**src/rtl/ioctl_load_sequencer.sv**
```systemverilog
// ioctl_load_sequencer
//   This module receives HPS ioctl downloads and routes each byte to one of
//   three places: the ROM write port, the game variant register (mod_sel) or
//   the DIP bank. It holds the game core in reset while a ROM load is running,
//   and for HOLD_CYCLES+1 cycles after the load ends.
//
//   Optional feature: define ROM_CHECKSUM_EN to add the rom_sum output. It is
//   the modulo-256 sum of the accepted ROM bytes. When enabled, rom_loaded is
//   only set if the sum equals EXPECTED_SUM.
//
// Ports
//   clk_25          single clock, rising edge
//   reset           asynchronous, active-high
//   ioctl_download  transfer active
//   ioctl_wr        one-cycle byte strobe
//   ioctl_index     transfer type (0 ROM, 1 mod select, 254 DIP)
//   ioctl_addr      byte address
//   ioctl_dout      byte data
//   rom_wr/addr/data  registered ROM write, one cycle after ioctl_wr
//   dip_sw          DIP bank, byte n at [8n+7:8n]
//   mod_sel         game variant code
//   core_reset      game core reset (reset, ROM load, post-load hold)
//   rom_loaded      last ROM load was complete
//   rom_short       last ROM load delivered fewer than ROM_SIZE bytes
//   rom_sum         (ROM_CHECKSUM_EN only) running byte sum
module ioctl_load_sequencer #(
  parameter int unsigned ROM_SIZE     = 65536,
  parameter int unsigned HOLD_CYCLES  = 1024,
  parameter logic [7:0]  EXPECTED_SUM = 8'h00
) (
  input  logic        clk_25,
  input  logic        reset,
  input  logic        ioctl_download,
  input  logic        ioctl_wr,
  input  logic [7:0]  ioctl_index,
  input  logic [24:0] ioctl_addr,
  input  logic [7:0]  ioctl_dout,
  output logic        rom_wr,
  output logic [15:0] rom_addr,
  output logic [7:0]  rom_data,
  output logic [63:0] dip_sw,
  output logic [7:0]  mod_sel,
  output logic        core_reset,
  output logic        rom_loaded,
  output logic        rom_short
`ifdef ROM_CHECKSUM_EN
  ,
  output logic [7:0]  rom_sum
`endif
);

  localparam int          HW          = (HOLD_CYCLES < 1) ? 1 : $clog2(HOLD_CYCLES + 1);
  localparam logic [16:0] ROM_CNT_MAX = 17'(ROM_SIZE);

  typedef enum logic [2:0] {S_IDLE, S_ROM, S_MOD, S_DIP, S_HOLD} state_t;

  state_t        state;
  logic          dl_q;
  logic [16:0]   cnt;
  logic [HW-1:0] hold_cnt;

  logic        dl_rise, dl_fall, rom_accept, load_ok;
  logic [16:0] cnt_next;

  assign dl_rise    = ioctl_download & ~dl_q;
  assign dl_fall    = ~ioctl_download & dl_q;
  assign rom_accept = (state == S_ROM) && ioctl_wr && (32'(ioctl_addr) < ROM_SIZE);
  assign cnt_next   = (rom_accept && (cnt != ROM_CNT_MAX)) ? cnt + 17'd1 : cnt;

`ifdef ROM_CHECKSUM_EN
  logic [7:0] sum_next;
  assign sum_next = rom_accept ? rom_sum + ioctl_dout : rom_sum;
  assign load_ok  = (cnt_next == ROM_CNT_MAX) && (sum_next == EXPECTED_SUM);
`else
  logic [7:0] unused_expected_sum;
  assign unused_expected_sum = EXPECTED_SUM;
  assign load_ok = (cnt_next == ROM_CNT_MAX);
`endif

  assign core_reset = reset | (state == S_ROM) | (state == S_HOLD);

  always_ff @(posedge clk_25 or posedge reset) begin
    if (reset) begin
      state      <= S_IDLE;
      // Preset high so that a download still held high when reset is
      // released is not seen as a new rising edge.
      dl_q       <= 1'b1;
      cnt        <= '0;
      hold_cnt   <= '0;
      rom_wr     <= 1'b0;
      rom_addr   <= '0;
      rom_data   <= '0;
      dip_sw     <= '0;
      mod_sel    <= '0;
      rom_loaded <= 1'b0;
      rom_short  <= 1'b0;
`ifdef ROM_CHECKSUM_EN
      rom_sum    <= '0;
`endif
    end else begin
      dl_q   <= ioctl_download;
      rom_wr <= 1'b0;
      case (state)
        S_IDLE: begin
          // The index is sampled only here. A later change to it is ignored.
          if (dl_rise) begin
            case (ioctl_index)
              8'd0: begin
                state      <= S_ROM;
                cnt        <= '0;
                rom_loaded <= 1'b0;
                rom_short  <= 1'b0;
`ifdef ROM_CHECKSUM_EN
                rom_sum    <= '0;
`endif
              end
              8'd1:    state <= S_MOD;
              8'd254:  state <= S_DIP;
              default: state <= S_IDLE;
            endcase
          end
        end
        S_ROM: begin
          // A write in the same cycle as the falling edge is still taken
          // and counted, so cnt_next is used for the completion check.
          if (rom_accept) begin
            rom_wr   <= 1'b1;
            rom_addr <= ioctl_addr[15:0];
            rom_data <= ioctl_dout;
          end
          cnt <= cnt_next;
`ifdef ROM_CHECKSUM_EN
          rom_sum <= sum_next;
`endif
          if (dl_fall) begin
            state      <= S_HOLD;
            hold_cnt   <= HW'(HOLD_CYCLES);
            rom_loaded <= load_ok;
            rom_short  <= (cnt_next != ROM_CNT_MAX);
          end
        end
        S_MOD: begin
          if (ioctl_wr) mod_sel <= ioctl_dout;
          if (dl_fall)  state   <= S_IDLE;
        end
        S_DIP: begin
          if (ioctl_wr && (ioctl_addr[24:3] == '0))
            dip_sw[{ioctl_addr[2:0], 3'b000} +: 8] <= ioctl_dout;
          if (dl_fall) state <= S_IDLE;
        end
        S_HOLD: begin
          if (hold_cnt == '0) state <= S_IDLE;
          else                hold_cnt <= hold_cnt - 1'b1;
        end
        default: state <= S_IDLE;
      endcase
    end
  end

endmodule
```
**config.mk**
```make
export PLATFORM = sky130hd
export DESIGN_NAME = ioctl_load_sequencer
export DESIGN_NICKNAME = d
export VERILOG_FILES = /design/src/rtl/ioctl_load_sequencer.sv
export SDC_FILE = /design/constraint.sdc
export NUM_CORES = 1
export LEC_CHECK = 0
export BUFFER_PORTS_ARGS = -buffer_cell sky130_fd_sc_hd__buf_4
export CAP_MARGIN = 20
export CORE_ASPECT_RATIO = 0.8
export CORE_MARGIN = 3
export CORE_UTILIZATION = 54
export DETAILED_ROUTE_END_ITERATION = 8
export PLACE_DENSITY_LB_ADDON = 0.05
export SYNTH_ARGS = -nofsm -noshare
export SYNTH_HDL_FRONTEND = slang
export SYNTH_SLANG_ARGS = --single-unit
```
**constraint.sdc**
```tcl
create_clock -name clk_25 -period 4.3 [get_ports clk_25]
set_input_delay 0.215 -clock clk_25 [delete_from_list [all_inputs] [get_ports clk_25]]
set_output_delay 0.215 -clock clk_25 [all_outputs]
set_load 0.005 [all_outputs]
```
Yosys cells after proc, flatten, opt, wreduce, memory -nomap -nowiden
Cells that the tools add are included.
- multipliers: 0
- equality and inequality tests: 15
- muxes and demuxes: 22
- add/sub/neg operators: 3
- divide/modulo/power cells: 0
- bitwise operators: 6
- magnitude comparators: 1
- shift-type cells: 2
- reduce and logical (&&, ||, !) cells: 18
- operator list (operator ; count):
    bitwise mux 64 bit ; 1
    variable shift 8 x 8 -> 64 bit, first input constant ; 1
    variable part select 8 x 8 -> 64 bit ; 1
    two-way mux 17 bit ; 3
    != test 17 bit, second input constant ; 2
    one-hot mux 17 bit (2 select lines) ; 1
    less-than comparator 25 x 17 -> 1 bit, second input constant ; 1
    zero test 22 bit ; 1
    two-way mux 11 bit ; 2
    one-hot mux 11 bit (2 select lines) ; 1
    adder 17 x 1 -> 17 bit, second input constant ; 1
    == test 17 bit, second input constant ; 1
    two-way mux 3 bit ; 4
    one-hot mux 3 bit (4 select lines) ; 1
    zero test 11 bit ; 1
    subtractor 11 x 1 -> 11 bit, second input constant ; 1
    == test 8 x 1 -> 1 bit, second input constant ; 1
    == test 8 bit, second input constant ; 1
    zero test 8 bit ; 1
    negator 6 -> 8 bit ; 1
    AND reduction 4 bit ; 2
    == test 3 x 2 -> 1 bit, second input constant ; 2
    two-way mux 1 bit ; 6
    != test 2 x 1 -> 1 bit, second input constant ; 3
    other kinds (14) ; 27
- memories: 0
- bits in writable memories: 0
- input bits: 45
- ROM bits: 0
- output and inout port bits: 100
- register bits: 131
- bits in latches: 0
- logic and storage cells: 78

Logic depth before layout (Yosys ltp)
- depth in word-level cells: 8
- mapped depth: 9
- mapped depth without buffers: 9

Worst setup path before layout
No wires, ideal clock.
- kind: input to output
- start point: input port reset
- end point: output port core_reset
- arrival time: 3.221 ns
- required time: 4.085 ns
- setup slack: 0.864 ns
- stages: 2
- buffers on the path: 0
- cells stage by stage: inv_1 > nand3_1
- word-level cells in the longest chain between the ends: 2
- RTL lines (what ; line ; text):
    start, declared ; 32 ; input logic reset,
    bitwise OR 1 bit (2 in a row) ; 80 ; assign core_reset = reset | (state == S_ROM) | (state == S_HOLD);
    end, declared ; 43 ; output logic core_reset,
Every way passes these cells.

Worst setup path in the final report
- start point: register state[1]
- end point: register rom_short
- word-level cells in the longest chain between the ends: 8
- elaborated cells between the ends (all ways): 14
- those cells by class: eq/ne: 5; mux: 3; reduce/logical: 6
- RTL lines (what ; line ; text):
    start, declared ; 57 ; state_t state;
    start signal, assigned ; 84 ; state <= S_IDLE;
    start signal, assigned ; 109 ; state <= S_ROM;
    start signal, assigned ; 117 ; 8'd1: state <= S_MOD;
    == test 3 x 1 -> 1 bit ; 67, 103 ;
    logical AND 1 bit (2 in a row) ; 67 ; assign rom_accept = (state == S_ROM) && ioctl_wr && (32'(ioctl_addr) < ROM_SIZE);
    logical AND 1 bit ; 68 ; assign cnt_next = (rom_accept && (cnt != ROM_CNT_MAX)) ? cnt + 17'd1 : cnt;
    two-way mux 17 bit ; 68 ;
    != test 17 bit ; 139 ; rom_short <= (cnt_next != ROM_CNT_MAX);
    two-way mux 1 bit ; 135 ; if (dl_fall) begin
    one-hot mux 1 bit (2 select lines) ; 103 ; case (state)
    end signal, assigned ; 139 ;
    end, declared ; 45 ; output logic rom_short
Several ways; a longest one is shown, not always the timed one. The select of a mux whose other input is x is not followed.
A chain may end at the register's enable or synchronous reset.

==> flow_metrics.tcl <==
set metrics [dict create \
    layout-drive-gt1-share_pct 37.9 \
    drt-total-wl_mm 15.3 \
    gp_congestion 0.923 \
    layout_setup_ws_ns 1.40 \
    drc 0 \
    groute.usage.overall_pct 25.8 \
    ir_drop_mv 0.399 \
    r2r_end "rom_short" \
    worstSkewPairLatency_ns 0.41 \
    synthArstFlopShare_pct 100 \
    port_buffers 144 \
    grt_overflow 0 \
    cts.clk_slew.worst_paths_ns 0.06 \
    routed_via_density 5.65 \
    wl_met2_mm 7.12 \
    synth_edf_count 0 \
    setup_violations 0 \
    synth_fp_nets 595 \
    fin_crit_sh_pct 67.5 \
    drt_iter0_drc 259 \
    crit_path_start_kind "flop" \
    final_common_cell "buf_4" \
    skew_ns 0.00601 \
    yosysSeqAreaShare_pct 55.1 \
    dp.cells 806 \
    regArea_um2 3280 \
    holdCritStartpoint "ioctl_addr[8]" \
    fin_cells 841 \
    firstDrtPassIters 5 \
    worstSetupPathType "reg -> reg" \
    rr_startpoint "state[1]" \
    pre_cts_ws_ns 1.46 \
    dieArea_um2 12300 \
    path_buf_inv 1 \
    slowest_stage "inv_1" \
    routedLengthMet1_mm 6.88 \
    syn_to_final_growth_pct 32.1 \
    hold_class "in -> reg" \
    rows 33 \
    num_vias 4748 \
    grt_pass1_vias 4613 \
    worstPathMaxFanout 23 \
    worst_ep_required_time_ns 4.59 \
    root_buffer "clkbuf_16" \
    final_cell_mix "buf_4, dfrtp_1, nand2_1, mux2_2, nor2_1" \
    wl_per_cell_um 18.2 \
    postCtsSetupBuffers 0 \
    cp_cell_sequence "nor3b_4 -> nand4_2 -> inv_1 -> nand4_1 -> xnor2_1 -> nand2_1 -> nor4_2 -> o21ai_0" \
    syn_area_per_cell_um2 10.9 \
    max_stage_delay_ns 0.53 \
    start_util_pct 56.8 \
    cts.path.max_buffers 2 \
    core_um2 10500 \
    dp_hpwl_mm 11.0 \
    ctsResizeCount 0 \
    synth_area_um2 5950 \
    topRoutingLayerUsed "met4" \
    yosys_warnings 0 \
    ys_ff_latch 131 \
    r2r_slack_ns 1.40 \
    maxCapViolations 0 \
    cts_tree "built" \
    antennaDiodeCount 0 \
    slew-limit-headroom_pct 33.2 \
    h-tree-depth 4 \
    grt_max_degree 71 \
    setup_tns_ns 0 \
    totalPowerFinal_w 0.00349 \
    synth.distinct_cells 48 \
    boundaryPins 145 \
    status "completed" \
    hold_path_depth 3 \
    max_freq_mhz 345 \
    final.fill_count 753 \
    hold_end "rom_addr[8]" \
    cts-buffers-inserted 17 \
    hold_buffers 2 \
    p_leak_nw 4.01 \
    finalNetCount 738 \
    ant_nets 0 \
    tightest_slew_ns 0.988 \
    multi_input_area_um2 2520 \
    end_kind "flop" \
    final.min_clock_period_ns 2.90 \
    die_h_um 99.9 \
    synth_ff_type "dfrtp_1" \
    grt_pass1_wl_mm 24.1 \
    rsz0062_at_grt "false" \
    worstPathArrival_ns 3.19 \
    r2r_cells 8 \
    powerDensity_nw_per_um2 444 \
    grt_antenna_before_repair 0 \
    cp_top_family "simple AND/OR/NAND/NOR gates" \
    syn-instance-count 545 \
    finalMaxSlewViolations 0 \
    wl_met3_mm 1.14 \
    numClockSinks 131 \
    dieWidth_um 123 \
    hold_violations 0 \
]
cell usage after synthesis (2+ instances only):
library cell / count / area [um^2]
nand2_1: 92 / 345
nor3_1: 12 / 60.1
or4_1: 2 / 15.0
xor2_1: 6 / 52.6
ha_1: 5 / 62.6
and2_1: 7 / 43.8
nand2b_1: 2 / 12.5
clkbuf_1: 18 / 67.6
mux2i_1: 7 / 70.1
clkbuf_2: 4 / 20.0
a211o_1: 3 / 26.3
nor3b_1: 3 / 22.5
inv_1: 14 / 52.6
nor4_1: 10 / 62.6
dfrtp_1: 130 / 3250
o21ai_0: 21 / 105
nand3_1: 14 / 70.1
nor2b_1: 3 / 18.8
or3_1: 7 / 43.8
nor4_2: 2 / 25.0
nor4b_2: 2 / 30.0
nor2_1: 40 / 150
o22ai_1: 2 / 12.5
a31oi_1: 9 / 56.3
buf_1: 3 / 11.3
and3_1: 4 / 25.0
a22o_1: 2 / 17.5
xnor2_1: 8 / 70.1
nand4_1: 10 / 62.6
a21oi_1: 14 / 70.1
mux2_2: 72 / 811
where the power goes:
part           internal, W  switching [W]
Sequential         0.00130      0.0000641
Clock              0.00111       0.000547
Combinational     0.000188       0.000284
how the worst max path moves through the flow:
stage | startpoint | endpoint | slack [ns] | cells past startpoint
3_3_place_gp | state[1] | rom_short | 1.52 | 8
4_1_cts | state[1] | rom_short | 1.43 | 8
5_1_grt | state[1] | rom_short | 1.13 | 8
3_5_place_dp | state[1] | rom_short | 1.46 | 8
6_report | state[1] | rom_short | 1.40 | 8
2_1_floorplan | reset | cnt[0] | 0.57 | 1
layout make-up:
type	count	area share, %
clock inverters	14	3.17
flip-flops and latches	131	41.7
inverters	14	0.700
clock buffers	18	5.59
multi-input cells	374	32.1
well taps	140	2.23
repair buffers	150	14.5
layer usage:
layer	up-vias	GRT usage, %
met5	-	0
met4	0	8.00
met3	15	8.06
met2	172	39.5
met1	2361	35.6
li1	2200	-
stage by stage:
step                hold slack [ns]  instance area [um^2]  utilization, %
finish                       0.0119                  7860            75.0
global route                 0.0214                  7860            75.0
CTS                         0.00130                  7860            74.9
detailed placement            0.344                  7150            68.2
global placement              0.342                  7150            68.2
floorplan                     0.219                  5950               -
logic make-up (layout without fill, tap and decap cells):
| family | after synthesis | count (layout) | share of synthesized area (%) |
|---|---|---|---|
| flops | 131 | 131 | 55.1 |
| compound gates | 57 | 57 | 5.78 |
| xor+xnor | 14 | 14 | 2.06 |
| fa+ha+maj | 5 | 5 | 1.05 |
| buf+inv | 40 | 196 | 2.63 |
| mux | 79 | 79 | 14.8 |
| simple gates | 219 | 219 | 18.6 |
flip-flops by register name, indices dropped and copies added, names as in the netlist:
register,flops
cnt,17
rom_short,1
dl_q,1
rom_loaded,1
hold_cnt,11
rom_wr,1
rom_data,8
dip_sw,64
mod_sel,8
rom_addr,16
state,3
worst register-to-register path: cells and delay by family, from the launching register on:
| family | cells | cell delay (ns) |
|---|---|---|
| compound gates | 1 | 0.12 |
| xor+xnor | 1 | 0.25 |
| buf+inv | 1 | 0.53 |
| flops | 1 | 0.46 |
| simple gates | 5 | 1.41 |
No activity file was read; power rests on OpenSTA's default activity.
